===== src/rtl/wb_pkg.sv =====
// -----------------------------------------------------------------------------
// wb_pkg
// Shared definitions for the Wishbone arbiter/decoder: FSM state encoding,
// one-hot slave select, default address map, error read data and the
// address decode helper.
// -----------------------------------------------------------------------------
package wb_pkg;

    typedef enum logic [1:0] {
        ST_IDLE   = 2'd0,
        ST_ACTIVE = 2'd1,
        ST_ERR    = 2'd2
    } wb_state_e;

    typedef enum logic [2:0] {
        SEL_NONE = 3'b000,
        SEL_MEM  = 3'b001,
        SEL_DMA  = 3'b010,
        SEL_KEY  = 3'b100
    } wb_sel_e;

    localparam logic [31:0] MEM_MASK_DEF = 32'hFFFF_8000;
    localparam logic [31:0] MEM_BASE_DEF = 32'h0000_0000;
    localparam logic [31:0] DMA_MASK_DEF = 32'hFFFF_FF00;
    localparam logic [31:0] DMA_BASE_DEF = 32'h0001_0000;
    localparam logic [31:0] KEY_MASK_DEF = 32'hFFFF_FFF0;
    localparam logic [31:0] KEY_BASE_DEF = 32'h0001_0100;
    localparam int unsigned TIMEOUT_CYC_DEF = 64;
    localparam logic [31:0] ERR_DATA_DEF = 32'hDEAD_BEEF;

    // Overlapping windows resolve in the order MEM > DMA > KEY.
    function automatic wb_sel_e wb_decode(
        input logic [31:0] addr,
        input logic [31:0] mem_mask,
        input logic [31:0] mem_base,
        input logic [31:0] dma_mask,
        input logic [31:0] dma_base,
        input logic [31:0] key_mask,
        input logic [31:0] key_base
    );
        if ((addr & mem_mask) == mem_base) return SEL_MEM;
        if ((addr & dma_mask) == dma_base) return SEL_DMA;
        if ((addr & key_mask) == key_base) return SEL_KEY;
        return SEL_NONE;
    endfunction

endpackage


===== src/rtl/wb_arb_dec_if.sv =====
// -----------------------------------------------------------------------------
// wb_arb_dec_if
// One classic Wishbone point-to-point link.
//   master modport : drives cyc/we/strb/addr/wdata, receives ack/rdata
//   slave  modport : receives cyc/we/strb/addr/wdata, drives ack/rdata
// -----------------------------------------------------------------------------
interface wb_arb_dec_if;
    logic        cyc;
    logic        we;
    logic [3:0]  strb;
    logic [31:0] addr;
    logic [31:0] wdata;
    logic        ack;
    logic [31:0] rdata;

    modport master (output cyc, we, strb, addr, wdata, input ack, rdata);
    modport slave  (input cyc, we, strb, addr, wdata, output ack, rdata);
endinterface


===== src/rtl/wb_rr_arb.sv =====
// -----------------------------------------------------------------------------
// wb_rr_arb
// Two-requester round-robin picker.
//   clk, rst_n : clock, synchronous active-low reset
//   req_i[1:0] : requests (bit 0 = MMU, bit 1 = DMA)
//   upd_i      : a grant is being taken this cycle, advance the pointer
//   gnt_o[1:0] : one-hot grant (combinational)
// -----------------------------------------------------------------------------
module wb_rr_arb
    import wb_pkg::*;
(
    input  logic       clk,
    input  logic       rst_n,
    input  logic [1:0] req_i,
    input  logic       upd_i,
    output logic [1:0] gnt_o
);

    // 1 = requester 1 (DMA) was granted last. Resets to 0 so DMA wins the first tie.
    logic last_q;

    always_comb begin
        gnt_o = 2'b00;
        case (req_i)
            2'b01:   gnt_o = 2'b01;
            2'b10:   gnt_o = 2'b10;
            2'b11:   gnt_o = last_q ? 2'b01 : 2'b10;
            default: gnt_o = 2'b00;
        endcase
    end

    always_ff @(posedge clk) begin
        if (!rst_n) begin
            last_q <= 1'b0;
        end else if (upd_i && (gnt_o != 2'b00)) begin
            last_q <= gnt_o[1];
        end
    end

endmodule


===== src/rtl/wb_arb_dec.sv =====
// -----------------------------------------------------------------------------
// wb_arb_dec
// Wishbone interconnect: two masters (MMU, DMA) to three slaves (memory,
// DMA registers, keyboard). Round-robin arbitration, one transfer in flight,
// registered one-hot address decode, error termination for unmapped or
// timed-out accesses.
//   clk, rst_n      : clock, synchronous active-low reset
//   m_mmu, m_dma    : master links (slave modport)
//   s_mem/s_dma/s_key : slave links (master modport)
//   bus_err         : one-cycle pulse during an error termination
//   err_addr        : address of the most recent error termination
//
// state  | meaning
// IDLE   | no transfer, arbitrate and capture request
// ACTIVE | selected slave cyc asserted, waiting for ack or timeout
// ERR    | one-cycle error ack to granted master
// -----------------------------------------------------------------------------
module wb_arb_dec
    import wb_pkg::*;
#(
    parameter logic [31:0] MEM_MASK    = MEM_MASK_DEF,
    parameter logic [31:0] MEM_BASE    = MEM_BASE_DEF,
    parameter logic [31:0] DMA_MASK    = DMA_MASK_DEF,
    parameter logic [31:0] DMA_BASE    = DMA_BASE_DEF,
    parameter logic [31:0] KEY_MASK    = KEY_MASK_DEF,
    parameter logic [31:0] KEY_BASE    = KEY_BASE_DEF,
    parameter int unsigned TIMEOUT_CYC = TIMEOUT_CYC_DEF,
    parameter logic [31:0] ERR_DATA    = ERR_DATA_DEF
) (
    input  logic        clk,
    input  logic        rst_n,
    wb_arb_dec_if.slave  m_mmu,
    wb_arb_dec_if.slave  m_dma,
    wb_arb_dec_if.master s_mem,
    wb_arb_dec_if.master s_dma,
    wb_arb_dec_if.master s_key,
    output logic        bus_err,
    output logic [31:0] err_addr
);

    localparam logic [6:0] TMO_LAST = 7'(TIMEOUT_CYC - 1);

    wb_state_e   state_q;
    wb_sel_e     sel_q;
    logic        gid_q;      // 0 = MMU, 1 = DMA
    logic        we_q;
    logic [3:0]  strb_q;
    logic [31:0] addr_q;
    logic [31:0] wdata_q;
    logic [6:0]  tmo_q;
    logic        bus_err_q;
    logic [31:0] err_addr_q;

    logic [1:0]  req;
    logic [1:0]  gnt;
    logic        arb_upd;
    logic        req_we;
    logic [3:0]  req_strb;
    logic [31:0] req_addr;
    logic [31:0] req_wdata;
    wb_sel_e     dec_sel;

    logic        active;
    logic        err;
    logic        s_ack_sel;
    logic [31:0] s_rdata_sel;
    logic        m_ack;
    logic [31:0] m_rdata;
    logic        cyc_mem, cyc_dma, cyc_key;

    assign req     = {m_dma.cyc, m_mmu.cyc};
    assign arb_upd = (state_q == ST_IDLE) && (req != 2'b00);

    wb_rr_arb u_arb (
        .clk   (clk),
        .rst_n (rst_n),
        .req_i (req),
        .upd_i (arb_upd),
        .gnt_o (gnt)
    );

    always_comb begin
        if (gnt[0]) begin
            req_we    = m_mmu.we;
            req_strb  = m_mmu.strb;
            req_addr  = m_mmu.addr;
            req_wdata = m_mmu.wdata;
        end else begin
            req_we    = m_dma.we;
            req_strb  = m_dma.strb;
            req_addr  = m_dma.addr;
            req_wdata = m_dma.wdata;
        end
    end

    assign dec_sel = wb_decode(req_addr, MEM_MASK, MEM_BASE, DMA_MASK, DMA_BASE,
                               KEY_MASK, KEY_BASE);

    always_comb begin
        s_ack_sel   = 1'b0;
        s_rdata_sel = '0;
        case (sel_q)
            SEL_MEM: begin s_ack_sel = s_mem.ack; s_rdata_sel = s_mem.rdata; end
            SEL_DMA: begin s_ack_sel = s_dma.ack; s_rdata_sel = s_dma.rdata; end
            SEL_KEY: begin s_ack_sel = s_key.ack; s_rdata_sel = s_key.rdata; end
            default: begin s_ack_sel = 1'b0;      s_rdata_sel = '0;          end
        endcase
    end

    always_ff @(posedge clk) begin
        if (!rst_n) begin
            state_q    <= ST_IDLE;
            sel_q      <= SEL_NONE;
            gid_q      <= 1'b0;
            we_q       <= 1'b0;
            strb_q     <= '0;
            addr_q     <= '0;
            wdata_q    <= '0;
            tmo_q      <= '0;
            bus_err_q  <= 1'b0;
            err_addr_q <= '0;
        end else begin
            bus_err_q <= 1'b0;
            case (state_q)
                ST_IDLE: begin
                    if (req != 2'b00) begin
                        gid_q   <= gnt[1];
                        we_q    <= req_we;
                        strb_q  <= req_strb;
                        addr_q  <= req_addr;
                        wdata_q <= req_wdata;
                        sel_q   <= dec_sel;
                        tmo_q   <= '0;
                        if (dec_sel == SEL_NONE) begin
                            state_q    <= ST_ERR;
                            bus_err_q  <= 1'b1;
                            err_addr_q <= req_addr;
                        end else begin
                            state_q <= ST_ACTIVE;
                        end
                    end
                end
                ST_ACTIVE: begin
                    // An ack on the final count cycle beats the timeout.
                    if (s_ack_sel) begin
                        state_q <= ST_IDLE;
                    end else if (tmo_q == TMO_LAST) begin
                        state_q    <= ST_ERR;
                        bus_err_q  <= 1'b1;
                        err_addr_q <= addr_q;
                    end else begin
                        tmo_q <= tmo_q + 7'd1;
                    end
                end
                ST_ERR:  state_q <= ST_IDLE;
                default: state_q <= ST_IDLE;
            endcase
        end
    end

    assign active = (state_q == ST_ACTIVE);
    assign err    = (state_q == ST_ERR);

    assign cyc_mem = active && (sel_q == SEL_MEM);
    assign cyc_dma = active && (sel_q == SEL_DMA);
    assign cyc_key = active && (sel_q == SEL_KEY);

    assign s_mem.cyc   = cyc_mem;
    assign s_mem.we    = cyc_mem & we_q;
    assign s_mem.strb  = cyc_mem ? strb_q  : '0;
    assign s_mem.addr  = cyc_mem ? addr_q  : '0;
    assign s_mem.wdata = cyc_mem ? wdata_q : '0;

    assign s_dma.cyc   = cyc_dma;
    assign s_dma.we    = cyc_dma & we_q;
    assign s_dma.strb  = cyc_dma ? strb_q  : '0;
    assign s_dma.addr  = cyc_dma ? addr_q  : '0;
    assign s_dma.wdata = cyc_dma ? wdata_q : '0;

    assign s_key.cyc   = cyc_key;
    assign s_key.we    = cyc_key & we_q;
    assign s_key.strb  = cyc_key ? strb_q  : '0;
    assign s_key.addr  = cyc_key ? addr_q  : '0;
    assign s_key.wdata = cyc_key ? wdata_q : '0;

    // Slave response goes straight through to the granted master.
    assign m_ack   = (active && s_ack_sel) || err;
    assign m_rdata = err ? ERR_DATA : (active ? s_rdata_sel : '0);

    assign m_mmu.ack   = m_ack && !gid_q;
    assign m_mmu.rdata = !gid_q ? m_rdata : '0;
    assign m_dma.ack   = m_ack && gid_q;
    assign m_dma.rdata = gid_q ? m_rdata : '0;

    assign bus_err  = bus_err_q;
    assign err_addr = err_addr_q;

endmodule


===== src/flat_wrapper.sv =====
// flat-port wrapper written by rule: the top's interface ports become plain ports
module wb_arb_dec_flat import wb_pkg::*;
#(
    parameter logic [31:0] MEM_MASK    = MEM_MASK_DEF,
    parameter logic [31:0] MEM_BASE    = MEM_BASE_DEF,
    parameter logic [31:0] DMA_MASK    = DMA_MASK_DEF,
    parameter logic [31:0] DMA_BASE    = DMA_BASE_DEF,
    parameter logic [31:0] KEY_MASK    = KEY_MASK_DEF,
    parameter logic [31:0] KEY_BASE    = KEY_BASE_DEF,
    parameter int unsigned TIMEOUT_CYC = TIMEOUT_CYC_DEF,
    parameter logic [31:0] ERR_DATA    = ERR_DATA_DEF
)
  (clk, rst_n, bus_err, err_addr, m_mmu_cyc, m_mmu_we, m_mmu_strb, m_mmu_addr, m_mmu_wdata, m_mmu_ack, m_mmu_rdata, m_dma_cyc, m_dma_we, m_dma_strb, m_dma_addr, m_dma_wdata, m_dma_ack, m_dma_rdata, s_mem_cyc, s_mem_we, s_mem_strb, s_mem_addr, s_mem_wdata, s_mem_ack, s_mem_rdata, s_dma_cyc, s_dma_we, s_dma_strb, s_dma_addr, s_dma_wdata, s_dma_ack, s_dma_rdata, s_key_cyc, s_key_we, s_key_strb, s_key_addr, s_key_wdata, s_key_ack, s_key_rdata);
  wb_arb_dec_if m_mmu_i ();
  wb_arb_dec_if m_dma_i ();
  wb_arb_dec_if s_mem_i ();
  wb_arb_dec_if s_dma_i ();
  wb_arb_dec_if s_key_i ();
  input  logic clk;
  input  logic rst_n;
  output logic bus_err;
  output logic [31:0] err_addr;
  input wire logic [$bits(m_mmu_i.cyc)-1:0] m_mmu_cyc;
  input wire logic [$bits(m_mmu_i.we)-1:0] m_mmu_we;
  input wire logic [$bits(m_mmu_i.strb)-1:0] m_mmu_strb;
  input wire logic [$bits(m_mmu_i.addr)-1:0] m_mmu_addr;
  input wire logic [$bits(m_mmu_i.wdata)-1:0] m_mmu_wdata;
  output wire logic [$bits(m_mmu_i.ack)-1:0] m_mmu_ack;
  output wire logic [$bits(m_mmu_i.rdata)-1:0] m_mmu_rdata;
  input wire logic [$bits(m_dma_i.cyc)-1:0] m_dma_cyc;
  input wire logic [$bits(m_dma_i.we)-1:0] m_dma_we;
  input wire logic [$bits(m_dma_i.strb)-1:0] m_dma_strb;
  input wire logic [$bits(m_dma_i.addr)-1:0] m_dma_addr;
  input wire logic [$bits(m_dma_i.wdata)-1:0] m_dma_wdata;
  output wire logic [$bits(m_dma_i.ack)-1:0] m_dma_ack;
  output wire logic [$bits(m_dma_i.rdata)-1:0] m_dma_rdata;
  output wire logic [$bits(s_mem_i.cyc)-1:0] s_mem_cyc;
  output wire logic [$bits(s_mem_i.we)-1:0] s_mem_we;
  output wire logic [$bits(s_mem_i.strb)-1:0] s_mem_strb;
  output wire logic [$bits(s_mem_i.addr)-1:0] s_mem_addr;
  output wire logic [$bits(s_mem_i.wdata)-1:0] s_mem_wdata;
  input wire logic [$bits(s_mem_i.ack)-1:0] s_mem_ack;
  input wire logic [$bits(s_mem_i.rdata)-1:0] s_mem_rdata;
  output wire logic [$bits(s_dma_i.cyc)-1:0] s_dma_cyc;
  output wire logic [$bits(s_dma_i.we)-1:0] s_dma_we;
  output wire logic [$bits(s_dma_i.strb)-1:0] s_dma_strb;
  output wire logic [$bits(s_dma_i.addr)-1:0] s_dma_addr;
  output wire logic [$bits(s_dma_i.wdata)-1:0] s_dma_wdata;
  input wire logic [$bits(s_dma_i.ack)-1:0] s_dma_ack;
  input wire logic [$bits(s_dma_i.rdata)-1:0] s_dma_rdata;
  output wire logic [$bits(s_key_i.cyc)-1:0] s_key_cyc;
  output wire logic [$bits(s_key_i.we)-1:0] s_key_we;
  output wire logic [$bits(s_key_i.strb)-1:0] s_key_strb;
  output wire logic [$bits(s_key_i.addr)-1:0] s_key_addr;
  output wire logic [$bits(s_key_i.wdata)-1:0] s_key_wdata;
  input wire logic [$bits(s_key_i.ack)-1:0] s_key_ack;
  input wire logic [$bits(s_key_i.rdata)-1:0] s_key_rdata;
  assign m_mmu_i.cyc = m_mmu_cyc;
  assign m_mmu_i.we = m_mmu_we;
  assign m_mmu_i.strb = m_mmu_strb;
  assign m_mmu_i.addr = m_mmu_addr;
  assign m_mmu_i.wdata = m_mmu_wdata;
  assign m_mmu_ack = m_mmu_i.ack;
  assign m_mmu_rdata = m_mmu_i.rdata;
  assign m_dma_i.cyc = m_dma_cyc;
  assign m_dma_i.we = m_dma_we;
  assign m_dma_i.strb = m_dma_strb;
  assign m_dma_i.addr = m_dma_addr;
  assign m_dma_i.wdata = m_dma_wdata;
  assign m_dma_ack = m_dma_i.ack;
  assign m_dma_rdata = m_dma_i.rdata;
  assign s_mem_cyc = s_mem_i.cyc;
  assign s_mem_we = s_mem_i.we;
  assign s_mem_strb = s_mem_i.strb;
  assign s_mem_addr = s_mem_i.addr;
  assign s_mem_wdata = s_mem_i.wdata;
  assign s_mem_i.ack = s_mem_ack;
  assign s_mem_i.rdata = s_mem_rdata;
  assign s_dma_cyc = s_dma_i.cyc;
  assign s_dma_we = s_dma_i.we;
  assign s_dma_strb = s_dma_i.strb;
  assign s_dma_addr = s_dma_i.addr;
  assign s_dma_wdata = s_dma_i.wdata;
  assign s_dma_i.ack = s_dma_ack;
  assign s_dma_i.rdata = s_dma_rdata;
  assign s_key_cyc = s_key_i.cyc;
  assign s_key_we = s_key_i.we;
  assign s_key_strb = s_key_i.strb;
  assign s_key_addr = s_key_i.addr;
  assign s_key_wdata = s_key_i.wdata;
  assign s_key_i.ack = s_key_ack;
  assign s_key_i.rdata = s_key_rdata;
  wb_arb_dec #(.MEM_MASK(MEM_MASK), .MEM_BASE(MEM_BASE), .DMA_MASK(DMA_MASK), .DMA_BASE(DMA_BASE), .KEY_MASK(KEY_MASK), .KEY_BASE(KEY_BASE), .TIMEOUT_CYC(TIMEOUT_CYC), .ERR_DATA(ERR_DATA)) u_core (.clk(clk), .rst_n(rst_n), .m_mmu(m_mmu_i), .m_dma(m_dma_i), .s_mem(s_mem_i), .s_dma(s_dma_i), .s_key(s_key_i), .bus_err(bus_err), .err_addr(err_addr));
endmodule

===== config.mk =====
export PLATFORM = sky130hd
export DESIGN_NAME = wb_arb_dec_flat
export DESIGN_NICKNAME = d
export VERILOG_FILES = /design/src/rtl/wb_pkg.sv /design/src/rtl/wb_arb_dec_if.sv /design/src/rtl/wb_rr_arb.sv /design/src/rtl/wb_arb_dec.sv /design/src/flat_wrapper.sv
export SDC_FILE = /design/constraint.sdc
export NUM_CORES = 1
export LEC_CHECK = 0
export CORE_AREA = 2 2 214 216
export CTS_BUF_LIST = sky130_fd_sc_hd__clkbuf_16
export CTS_CLUSTER_DIAMETER = 40
export DETAILED_ROUTE_END_ITERATION = 16
export DIE_AREA = 0 0 216 218
export GPL_ROUTABILITY_DRIVEN = 1
export PLACE_DENSITY_LB_ADDON = 0.1
export SETUP_SLACK_MARGIN = 0.02
export SYNTH_ARGS = -nofsm -noshare
export SYNTH_HDL_FRONTEND = slang
export SYNTH_HIERARCHICAL = 1
export SYNTH_SLANG_ARGS = --single-unit

===== constraint.sdc =====
create_clock -name clk -period 2.4 [get_ports clk]
set_input_delay 0.24 -clock clk [delete_from_list [all_inputs] [get_ports clk]]
set_output_delay 0.24 -clock clk [all_outputs]
set_load 0.02 [all_outputs]

==> run_results.csv, run 1 <==
group,metric,value,unit
pwr,switching_power,2.01,mW
worst_setup_path,end_kind,"output port",
cts,cts_max_level,4,
cts,cts_hold_buf,0,
final_layout,fill_cells,4711,
sta,skew,11.7,ps
cts,cts_max_path_buffers,2,
synthesis,synthMostInstantiatedCell,"and2_1",
sta,period_minus_slack,2380,ps
routing,wl_per_cell,21.8,um
pwr,vdd_drop_max,0.437,mV
synthesis,synth-seq-cells,116,
synthesis,syn-num-nets,1305,
final_layout,layout.nets,1884,
placed_design,place_ws,-288,ps
final_layout,final_core_util,0.354,
final_layout,layout-drive-gt1-share,0.314,
cts,cts_root_buf,"clkbuf_16",
cts,path_clk_slew,60,ps
final_layout,fin_cells,2256,
floorplan,start_util,0.180,
synthesis,synth_top_family_by_area,"simple AND/OR/NAND/NOR gates",
status,outcome,"complete, no violations",
synthesis,postSynthCellCount,1063,
synthesis,avgSynthCellArea,7.62,um2
routing,highest_layer,"met5",
synthesis,synth_ff_type,"dfxtp_1",
pwr,powerDensity,405,nW/um2
sta,drv_slew,0,
floorplan,dieWidth,216,um
worst_setup_path,critPathKind,"reg2out",
sta,setup_viol,0,
routing,dr.first_iter.drc_count,433,
cts,cts.sinks,116,
sta,fin_crit_sh,0.991,
routing,dr_wl_met3,3.57,mm
cts,cts_tree,"done",
pwr,p_seq_frac,0.359,
run,maxCapViolations,0,
worst_setup_path,critPathArrivalTime,2140,ps
sta,setup_tns,0,ps
worst_setup_path,critPathMaxFanout,7,
synthesis,synth.distinct_cells,47,
synthesis,yosys.area_share.simple,0.332,
pwr,p_leak,7.10,nW
global_routing,grt_first_pass_wirelength,68.2,mm
synthesis,synth_mux_area_frac,0.128,
sta,max_freq,0.420,GHz
placed_design,postPlaceCellArea,14800,um2
routing,vias_per_cell,4.47,
synthesis,synthAdderAreaFrac,0.00154,
pwr,swShare,0.313,
routing,wl,49.2,mm
synthesis,ys_seq_area_frac,0.287,
synthesis,synth-edff-count,0,
sta,holdWs,210,ps
placed_design,place.gp.congestion,0.852,
global_routing,antenna_found_initial,6,
placed_design,dp_hpwl,35.3,mm
routing,firstDrtPassIters,4,
sta,maxSlewHeadroom,0.536,
worst_setup_path,cp.required,2160,ps
pwr,power.internal,4.42,mW
cts,cts_buffers,17,
synthesis,yosysTopAreaCell,"dfxtp_1",
floorplan,die_h,218,um
sta,layout_setup_ws,20.4,ps
placed_design,io_buffer_count,549,
global_routing,grt_usage,0.195,
synthesis,synth_xor_area_frac,0.00432,
floorplan,num_rows,78,
sta,worstMarginPinSlew,696,ps
global_routing,grt_max_degree,83,
synthesis,yosys_warnings,6,
pwr,clockPowerShare,0.385,
routing,dr_wl_met2,25.0,mm
floorplan,dieArea,47100,um2
worst_setup_path,cp-start-kind,"flip-flop",
routing,final_antenna_net_count,0,
floorplan,core_area,44900,um2
global_routing,overflow,0,
routing,met1_length,19.9,mm
floorplan,io_pins,550,
synthesis,netlist.area_leader.share,0.287,
final_layout,final_cell_area,15900,um2
global_routing,grt_pass1_vias,9953,
synthesis,yosys-top-cells-area,"dfxtp_1 (29%), and2_1 (15%), mux2i_1 (13%), a211oi_1 (6.4%), nor2_1 (5.6%)",
final_layout,area_growth,96.1,%
sta,grt_setup_unrepaired,"yes",
placed_design,dp.cells,2183,
routing,drc,0,
sta,finalHoldViolCount,0,
synthesis,synth_compound_area_frac,0.187,
pwr,p_comb_frac,0.256,
pwr,total_power,6.43,mW
min_path,worstHoldPathType,"in2reg",
routing,vias,10100,
cts,clk_latency,420,ps
synthesis,syn_area,8100,um2
synthesis,ys_async_sr_fraction,0,
synthesis,synth_common_cells,"and2_1 (190), nor2_1 (120), dfxtp_1 (116)",
## registers in the layout, summed over array words and instances, names as in the netlist
| name | cells |
|---|---|
| u_core/strb_q | 4 |
| u_core/wdata_q | 32 |
| u_core/gid_q | 1 |
| u_core/addr_q | 32 |
| u_core/tmo_q | 7 |
| u_core/bus_err | 1 |
| u_core/sel_q | 3 |
| u_core/we_q | 1 |
| u_core/err_addr | 32 |
| u_core/state_q | 2 |
| u_core/u_arb/last_q | 1 |
## metal layers
layer | vias to the layer above | GRT usage
met5 | - | 0
met4 | 2 | 0.0450
met3 | 36 | 0.0558
met1 | 4741 | 0.226
met2 | 390 | 0.352
li1 | 4907 | -
## layout make-up
cell class,count,area (um2),area share
flip-flops and latches,116,2330,0.147
clock buffers,17,425,0.0268
multi-input cells,837,5750,0.362
repair buffers,665,6480,0.408
inverters,5,22.5,0.00142
well taps,600,751,0.0473
diodes,1,2.50,0.000158
clock inverters,15,133,0.00835
## kinds of logic after synthesis
group           Yosys count
compound gates          220
xor+xnor                  4
fa+ha+maj                 1
buf+inv                 110
flops                   116
mux                     103
simple gates            509
## critical path, stage by stage, from the launching register on
cell and delay (ps):
dfxtp_2 340, nor2b_4 130, buf_12 140, buf_12 130
buf_6 110, a22oi_2 280, nor2_2 80, a21oi_2 130
o21ai_2 70, and2_1 180, buf_6 130
## final timing paths
check / from / end / slack, ps / cells past startpoint
hold reg to reg: u_core/tmo_q[6] / u_core/tmo_q[6] / 450 / 2
setup / recovery: u_core/sel_q[1] / m_dma_rdata[31] / 20 / 10
hold / removal: rst_n / u_core/err_addr[29] / 210 / 3
setup reg to reg: u_core/u_arb/last_q / u_core/err_addr[17] / 230 / 10
## power by group through the flow
stage               clock network, mW  logic, mW  registers (mW)
global route                     2.64       1.77            2.33
detailed placement                  0       1.61            2.35
global placement                    0       1.59            2.34
CTS                              2.57       1.59            2.31
floorplan                           0      0.655            2.31
finish                           2.48       1.65            2.30
## layout by cell type, fill, tap and decap left out, types with 4 or more instances in the layout
master,count
o21ai_1,12
bufbuf_16,4
o21ai_2,22
a21oi_1,20
buf_2,58
dlygate4sd2_1,31
clkdlybuf4s15_2,10
clkinv_2,4
nand2_4,4
nor4_1,10
buf_6,74
clkdlybuf4s15_1,4
o21ai_0,4
inv_6,4
buf_4,100
nor2_2,5
and2_1,148
o211ai_1,32
nor2_1,115
buf_12,32
and3_1,70
a22oi_2,13
a21oi_2,11
mux2i_1,102
dfxtp_1,112
xor2_1,4
clkbuf_16,24
clkdlybuf4s50_1,272
buf_16,5
a211oi_1,69
clkbuf_2,64
nand2_1,82
nand2_2,4
nor3_1,4
and2_4,41
a22oi_1,21
nand3_1,5
inv_1,4
## repair_timing
item,CTS,global route
cloned,8,8
endpoints found under the setup margin,272,243
gates resized for setup,808,421
pin swaps,6,46
buffers inserted,17,9
No activity file was read; power rests on OpenSTA's default activity.
==> inputs of run 2 (changes only) <==
Settings changed: CTS_CLUSTER_SIZE set to 14.
==> results of run 2 <==
No change in the layout: final DEF, timing and power equal those of run 1.
==> inputs of run 3 (changes only) <==
Clock period 2.4 ns to 2.05 ns, I/O delays scaled along.
==> run 3 against run 2 <==
Power grew 26%. The run now ends with setup timing left. Utilization grew 3.4 points. Register-to-register slack got worse by 370 ps. Critical path depth is 1 lower. Non-clock buffer count grew 84. Critical path type unchanged.
==> run_results.csv, run 3 (same netlist as run 1, synthesis figures left out) <==
group,metric,value,unit
status,outcome,"finished with violations",
status,violations,"setup timing",
min_path,worstHoldPathType,"in2reg",
cts,cts_buffers,17,
cts,cts.sinks,116,
pwr,swShare,0.301,
final_layout,layout-drive-gt1-share,0.405,
placed_design,io_buffer_count,549,
sta,maxSlewHeadroom,0.552,
final_layout,final_cell_area,17400,um2
sta,max_freq,0.424,GHz
worst_setup_path,critPathKind,"reg2out",
worst_setup_path,cp-start-kind,"flip-flop",
routing,vias,10400,
pwr,p_leak,7.66,nW
pwr,p_seq_frac,0.333,
routing,wl,51.4,mm
worst_setup_path,ff2ff_setup_slack,-140,ps
sta,finalHoldViolCount,0,
final_layout,fin_cells,2343,
floorplan,dieArea,47100,um2
cts,clk_latency,430,ps
placed_design,postPlaceCellArea,15200,um2
routing,vias_per_cell,4.44,
global_routing,grt_max_degree,65,
placed_design,dp_hpwl,34.9,mm
floorplan,core_area,44900,um2
sta,drv_slew,0,
sta,worstMarginPinSlew,671,ps
worst_setup_path,critPathArrivalTime,2150,ps
routing,final_antenna_net_count,0,
pwr,powerDensity,467,nW/um2
cts,cts_root_buf,"clkbuf_16",
worst_setup_path,cp.required,1850,ps
min_path,hp-start,"rst_n",
global_routing,antenna_found_initial,2,
floorplan,dieWidth,216,um
sta,fin_crit_sh,1.15,
routing,drc,0,
sta,setup_viol,302,
pwr,power.internal,5.68,mW
sta,holdWs,177,ps
global_routing,grt_usage,0.194,
final_layout,mostFrequentLayoutCells,"clkdlybuf4s50_1 (272), buf_4 (190), buf_6 (154)",
floorplan,num_rows,78,
sta,layout_setup_ws,-307,ps
worst_setup_path,r2r-start,"u_core/u_arb/last_q",
pwr,vdd_drop_max,0.504,mV
run,maxCapViolations,0,
cts,cts_hold_buf,0,
sta,period_minus_slack,2360,ps
cts,path_clk_slew,70,ps
routing,firstDrtPassIters,4,
cts,cts_tree,"done",
global_routing,overflow,0,
worst_setup_path,reg2reg_depth,10,
worst_setup_path,end_kind,"output port",
floorplan,die_h,218,um
pwr,switching_power,2.45,mW
min_path,whs_path_depth,3,
final_layout,final_common_cell,"clkdlybuf4s50_1",
worst_setup_path,critPathMaxFanout,6,
floorplan,start_util,0.180,
pwr,p_comb_frac,0.258,
cts,cts_max_path_buffers,2,
min_path,min_to,"u_core/err_addr[27]",
worst_setup_path,r2r_end,"u_core/err_addr[12]",
pwr,clockPowerShare,0.408,
global_routing,grt_first_pass_wirelength,68.2,mm
final_layout,area_growth,115,%
routing,dr.first_iter.drc_count,479,
sta,grt_setup_unrepaired,"yes",
routing,wl_per_cell,21.9,um
sta,skew,15.4,ps
global_routing,grt_pass1_vias,10100,
cts,cts_max_level,4,
final_layout,layout.nets,1968,
placed_design,place.gp.congestion,0.862,
floorplan,io_pins,550,
placed_design,dp.cells,2234,
## run 3: cell count changes in the layout (fill, tap and decap cells not counted), sizes merged, moves of 4 or more
cell | before | now
clkdlybuf4s15 | 14 | 0
clkbuf | 89 | 85
buf | 272 | 408
bufbuf | 4 | 0
dlygate4sd2 | 31 | 1
## run 3: metal layers
metal  track usage  vias to the layer above  wire length [um]
li1              -                     5089                 -
met1         0.227                     4906             21000
met2         0.355                      381             26200
met3        0.0508                       35              3510
met4        0.0381                        0               599
met5             0                        -                 0
## run 3: worst max path at each step
stage               cells after the start                  to                 from
CTS                                     9      m_mmu_rdata[2]      u_core/sel_q[2]
finish                                  9     m_mmu_rdata[19]      u_core/sel_q[2]
global placement                        9  u_core/err_addr[9]       m_mmu_addr[28]
detailed placement                      9  u_core/err_addr[7]       m_mmu_addr[28]
floorplan                              10  u_core/err_addr[0]  u_core/u_arb/last_q
global route                            9     m_mmu_rdata[19]      u_core/sel_q[2]
## run 3: final cells by class
class / count / area, um2
Clock inverter: 15 / 205
Sequential cell: 116 / 2330
Fill cell: 4610 / 27500
Antenna cell: 4 / 10.0
Tap cell: 600 / 751
Clock buffer: 17 / 425
Timing Repair Buffer: 749 / 7620
Multi-Input combinational cell: 837 / 6050
Inverter: 5 / 22.5
## run 3: what timing repair did
action,4_1_cts,5_1_grt
pin swaps,20,54
cloned,9,16
resized for setup,893,734
endpoints found under the hold margin,0,0
setup buffers,21,35
endpoints found under the setup margin,311,324
## run 3: power groups by stage
stage | Clock [mW] | Combinational, mW | Sequential (mW)
2_1_floorplan | 0 | 0.767 | 2.71
3_3_place_gp | 0 | 1.98 | 2.74
3_5_place_dp | 0 | 1.99 | 2.75
4_1_cts | 3.42 | 2.00 | 2.70
5_1_grt | 3.51 | 2.25 | 2.74
6_report | 3.32 | 2.10 | 2.71
## run 3: through the flow
stage,TNS (ps),setup slack (ps),power [mW],utilization
2_1_floorplan,0,93.9,3.48,-
3_3_place_gp,-79130,-548,4.72,0.338
3_5_place_dp,-79290,-597,4.75,0.338
4_1_cts,-70280,-357,8.12,0.360
5_1_grt,-77480,-391,8.51,0.388
6_report,-51030,-307,8.13,0.388
## run 3: critical path, stage by stage, from the launching register on
cell,delay [ps]
dfxtp_4,360
nor2b_4,150
buf_12,120
o311ai_4,260
buf_6,160
buf_6,130
buf_16,130
o21ai_2,70
and2_4,190
buf_4,160
==> variant 1, RTL diff (config.mk and constraints of run 3) <==
Reset style: asynchronous (`rst_n`), changed in 2 clocked blocks. Comments in the files are not updated.
--- a/src/rtl/wb_rr_arb.sv
+++ b/src/rtl/wb_rr_arb.sv
@@ -30,5 +30,5 @@
     end
 
-    always_ff @(posedge clk) begin
+    always_ff @(posedge clk or negedge rst_n) begin
         if (!rst_n) begin
             last_q <= 1'b0;
--- a/src/rtl/wb_arb_dec.sv
+++ b/src/rtl/wb_arb_dec.sv
@@ -108,5 +108,5 @@
     end
 
-    always_ff @(posedge clk) begin
+    always_ff @(posedge clk or negedge rst_n) begin
         if (!rst_n) begin
             state_q    <= ST_IDLE;
Behaviour: differs if rst_n is asserted again (counterexample within 4 cycles, from zero or initial values and one cycle with rst_n low); with rst_n held inactive, the same outputs for 4 cycles.
==> variant 1 against run 3 <==
  * The flow still finishes with violations (negative setup slack)
  * Cell area grew 1.3%
  * Via count decreased by 3.5%
  * Maximum frequency shrank 2.4%
  * Setup slack lost 59 ps
  * Synthesized area grew 4.3%
  * Wire length fell by 3.6%
  * Sequential cell count unchanged
  * Highest routed layer unchanged
Power is not compared: it rests on default switching activity, and its combinational part moved more than twofold at a synthesized area within 25%.
==> variant 1: results (changes against run 3) <==
Synth
  • Netlist cell types: 48 (was 47)
  • Synth Flop Type: dfrtp_1 (was dfxtp_1)
  • Seq/Total Area, Yosys: 34.34% (was 28.66%)
  • Syn avg cell area: 8.320 um2 (was 7.623 um2)
  • Ys async rst share: 100.0% (was 0%)
  • Synth top cells by count: and2_1 (187), nand2_1 (171), dfrtp_1 (116) (was and2_1 (190), nor2_1 (120), dfxtp_1 (116))

Place
  • Placed cells: 2,192 (was 2,234)
  • HPWL after detailed placement: 34,390 um (was 34,920 um)
  • Routability congestion estimate: 0.8555 (was 0.8621)

Route
  • DR iter-0 viols: 354 (was 479)
  • Final WL: 49,520 um (was 51,370 um)
  • Post-DR vias/cell: 4.360 (was 4.443)

Global route
  • Vias in the first global route: 9,812 (was 10,092)
  • Initial antenna violation count: 0 (was 2)
  • Largest net degree at the start of global routing: 82 (was 65)

Final layout
  • Fill cells: 4,561 (was 4,610)
  • Net count, final: 1,933 (was 1,968)
  • P&R area growth vs syn: 108.6% (was 114.9%)
  • Layout cells sized above 1: 40.85% (was 40.54%)
  • Post-Layout Cell Count: 2,305 (was 2,343)

Hold path
  • Hold Path Class: in2async (was in2reg)

STA
  • Final WS setup: -365.8 ps (was -306.8 ps)
  • # setup viols final: 312 (was 302)
  • Worst Skew: 11.35 ps (was 15.39 ps)
  • WHS: 296.4 ps (was 177.0 ps)
  • Slew @ Worst Pin: 590.7 ps (was 671.3 ps)

Worst setup path
  • Slowest stage delay, CP: 450 ps (was 360 ps)
  • Crit path max fanout: 5 (was 6)
  • Slowest CP cell: dfrtp_2 (was dfxtp_4)

Outcome
  • Failing checks: negative setup slack (unchanged)
  • Outcome: finished with violations (unchanged)
variant 1: kinds of logic (layout without fill, tap and decap cells):
family	count (synthesis)	in the layout	synth area share, %
AO/OA/AOI/OAI	192	192	14.58
XOR/XNOR	4	4	0.4144
buffers and inverters	99	787	5.343
other	0	1	0
flip-flops	116	116	34.34
AND/OR/NAND/NOR	502	502	31.33
multiplexers	102	102	13.84
adder cells (fa/ha/maj)	1	1	0.1480
variant 1: stage by stage:
step           setup TNS (ps)  instance area, um2  util [%]  total power (uW)
3_5_place_dp          -103150               15530     34.60             11620
2_1_floorplan          -160.4                8513         -              7769
3_3_place_gp           -98620               15530     34.60             11560
4_1_cts               -104000               16130     35.92             14430
6_report               -70950               17630     39.28             15160
5_1_grt                -96140               17630     39.27             16120
variant 1: routing by layer:
layer,part of all wire (%),track usage (%)
met1,42,22.16
met2,51,33.27
met3,5.3,4.073
met4,1.6,4.315
met5,0,0
variant 1: cell type report:
| cell class | instances | share of cell area (%) |
|---|---|---|
| diodes | 1 | 0.01419 |
| inverters | 7 | 0.1490 |
| well taps | 600 | 4.258 |
| clock inverters | 15 | 0.9012 |
| multi-input cells | 801 | 32.78 |
| repair buffers | 748 | 43.00 |
| flip-flops and latches | 116 | 16.48 |
| clock buffers | 17 | 2.413 |
variant 1: power by group:
part / internal [uW] / total, uW / switching (uW) / leakage, uW
registers: 3330 / 4460 / 1130 / 0.00141
logic: 3930 / 7700 / 3770 / 0.00646
clock network: 1800 / 2990 / 1200 / 0.000273
total: 9060 / 15200 / 6100 / 0.00815
variant 1: timing repair:
action	4_1_cts	5_1_grt
hold buffers	1	0
gates cloned	3	22
setup endpoints to repair	308	314
resized for setup	657	980
endpoints found under the hold margin	41	0
pin swaps	3	61
buffers inserted	5	51
==> variant 2, RTL diff (flow settings as in run 3) <==
Made on the original files. Change the package constant `TIMEOUT_CYC_DEF` from 64 to 48.
--- a/src/rtl/wb_pkg.sv
+++ b/src/rtl/wb_pkg.sv
@@ -26,5 +26,5 @@
     localparam logic [31:0] KEY_MASK_DEF = 32'hFFFF_FFF0;
     localparam logic [31:0] KEY_BASE_DEF = 32'h0001_0100;
-    localparam int unsigned TIMEOUT_CYC_DEF = 64;
+    localparam int unsigned TIMEOUT_CYC_DEF = 48;
     localparam logic [31:0] ERR_DATA_DEF = 32'hDEAD_BEEF;
 
Check against the original RTL: same outputs for any inputs over 4 cycles, from zero or initial values and one cycle with rst_n low; that may be too few to reach the edited logic, so the function may still have changed.
==> variant 2 against run 3 <==
  * Largest cell class unchanged
  * Cell area is 7.7% lower
  * Setup slack worse by 7.4 ps
  * Synthesized cell count hardly changed
  * Power is 7.6% lower
  * Non-clock buffer count is 74 lower
  * Synthesized area is 1.6% higher
  * Global-route usage is 0.83 points lower
  * Sequential cell count stayed put
  * Critical endpoint is now m_dma_rdata[21]
  * Wire length is 6.3% lower
  * The run still ends with negative setup slack left
  * Core utilization is 3.0 points lower
==> variant 2: results (changes against run 3) <==
Synth
  • Synth Instances: 1,064 (was 1,063)
  • Seq/Total Area, Yosys: 28.20% (was 28.66%)
  • Synth top cells by count: and2_1 (189), nand2_1 (161), dfxtp_1 (116) (was and2_1 (190), nor2_1 (120), dfxtp_1 (116))
  • Netlist cell types: 44 (was 47)
  • Dominant cells by area after synthesis: dfxtp_1 (28%), and2_1 (14%), mux2i_1 (12%), o211a_1 (8.4%), nand2_1 (7.3%) (was dfxtp_1 (29%), and2_1 (15%), mux2i_1 (13%), a211oi_1 (6.4%), nor2_1 (5.6%))

Global route
  • Vias in the first global route: 9,953 (was 10,092)
  • Tot GR Track Use: 18.56% (was 19.38%)
  • First-pass GRT wire length: 65,190 um (was 68,170 um)
  • GR Layer Usage met2: 32.56% (was 35.52%)
  • Largest net degree at the start of global routing: 65 (unchanged)
  • Met3 Use GR: 5.063% (was 5.077%)

Power and ir drop
  • Sequential Power Share: 36.0% (was 33.3%)
  • Leak: 0.007913 uW (was 0.007656 uW)
  • Maximum VDD drop: 0.4699 mV (was 0.5037 mV)
  • Pwr Density: 467.6 nW/um2 (was 466.7 nW/um2)
  • P_int: 5272 uW (was 5678 uW)

Final layout
  • Layout cells sized above 1: 28.59% (was 40.54%)
  • Net count, final: 1,894 (was 1,968)
  • Post-Layout Cell Count: 2,266 (was 2,343)

STA
  • Setup TNS: -56,150 ps (was -51,030 ps)
  • Slew @ Worst Pin: 820.9 ps (was 671.3 ps)
  • Worst Skew: 13.07 ps (was 15.39 ps)
  • WHS: 161.7 ps (was 177.0 ps)
  • # setup viols final: 286 (was 302)
  • Final WS setup: -314.2 ps (was -306.8 ps)

Route
  • WL met3: 3184 um (was 3511 um)
  • Met2 WL: 24,040 um (was 26,230 um)
  • Met1 WL: 20,090 um (was 21,030 um)
  • Post-DR vias/cell: 4.460 (was 4.443)
  • DR iter-0 viols: 473 (was 479)
  • Final WL: 48,140 um (was 51,370 um)

Place
  • HPWL after detailed placement: 33,610 um (was 34,920 um)
  • Routability congestion estimate: 0.8543 (was 0.8621)
  • DP Area: 15,000 um2 (was 15,200 um2)
  • Place WS: -528.3 ps (was -596.5 ps)
  • Placed cells: 2,197 (was 2,234)

Outcome
  • Failing checks: negative setup slack (unchanged)
  • Outcome: finished with violations (unchanged)

Worst setup path
  • Crit path max fanout: 8 (was 6)
  • Reg2reg setup slack: -70 ps (was -140 ps)
variant 2: cell types whose count changed in the layout (fill, tap and decap cells not counted), sizes merged, moves of 38 or more:
cell	delta
buf	-82
a211oi	-70
nor2	-71
clkbuf	-38
o211a	+69
nand2	+71
dlygate4sd2	+45
variant 2: timing repair:
action / CTS / global route
endpoints found under the setup margin: 311 / 319
gates resized for setup: 702 / 610
gates cloned: 3 / 14
hold buffers: 0 / 0
pin swaps: 2 / 23
buffers inserted: 6 / 14
variant 2: worst paths after layout:
kind / start / to / depth (start not counted)
max: u_core/sel_q[1]$_SDFFE_PN0P_ / m_dma_rdata[21] / 9
min: rst_n / u_core/state_q[0]$_SDFFE_PN0P_ / 2
max reg2reg: u_core/u_arb/last_q$_SDFFE_PN0P_ / u_core/err_addr[14]$_SDFFE_PN0P_ / 10
min reg2reg: u_core/err_addr[6]$_SDFFE_PN0P_ / u_core/err_addr[6]$_SDFFE_PN0P_ / 2
variant 2: final cells by class:
cell class                 instances  area [um2]
fill                            4781       28830
timing repair buffer             675        6648
multi-input combinational        838        5759
sequential                       116        2331
tap                              600       750.7
clock buffer                      17       425.4
clock inverter                    15       127.6
inverter                           4       17.52
antenna                            1       2.502
variant 2: critical path: cells and delay by family, from the launching register on:
family	cells	cell delay (ps)
AO/OA/AOI/OAI	2	350
buffers and inverters	5	690
flip-flops	1	380
AND/OR/NAND/NOR	2	310
variant 2: cell families after synthesis:
| family | synth area share, % |
|---|---|
| and+or+nand+nor | 32.99 |
| muxes | 12.40 |
| xor gates and xnor gates | 0.5318 |
| AOI/OAI and AO/OA | 20.15 |
| buffers and inverters | 5.577 |
| DFF | 28.20 |
| adders and majority gates | 0.1519 |
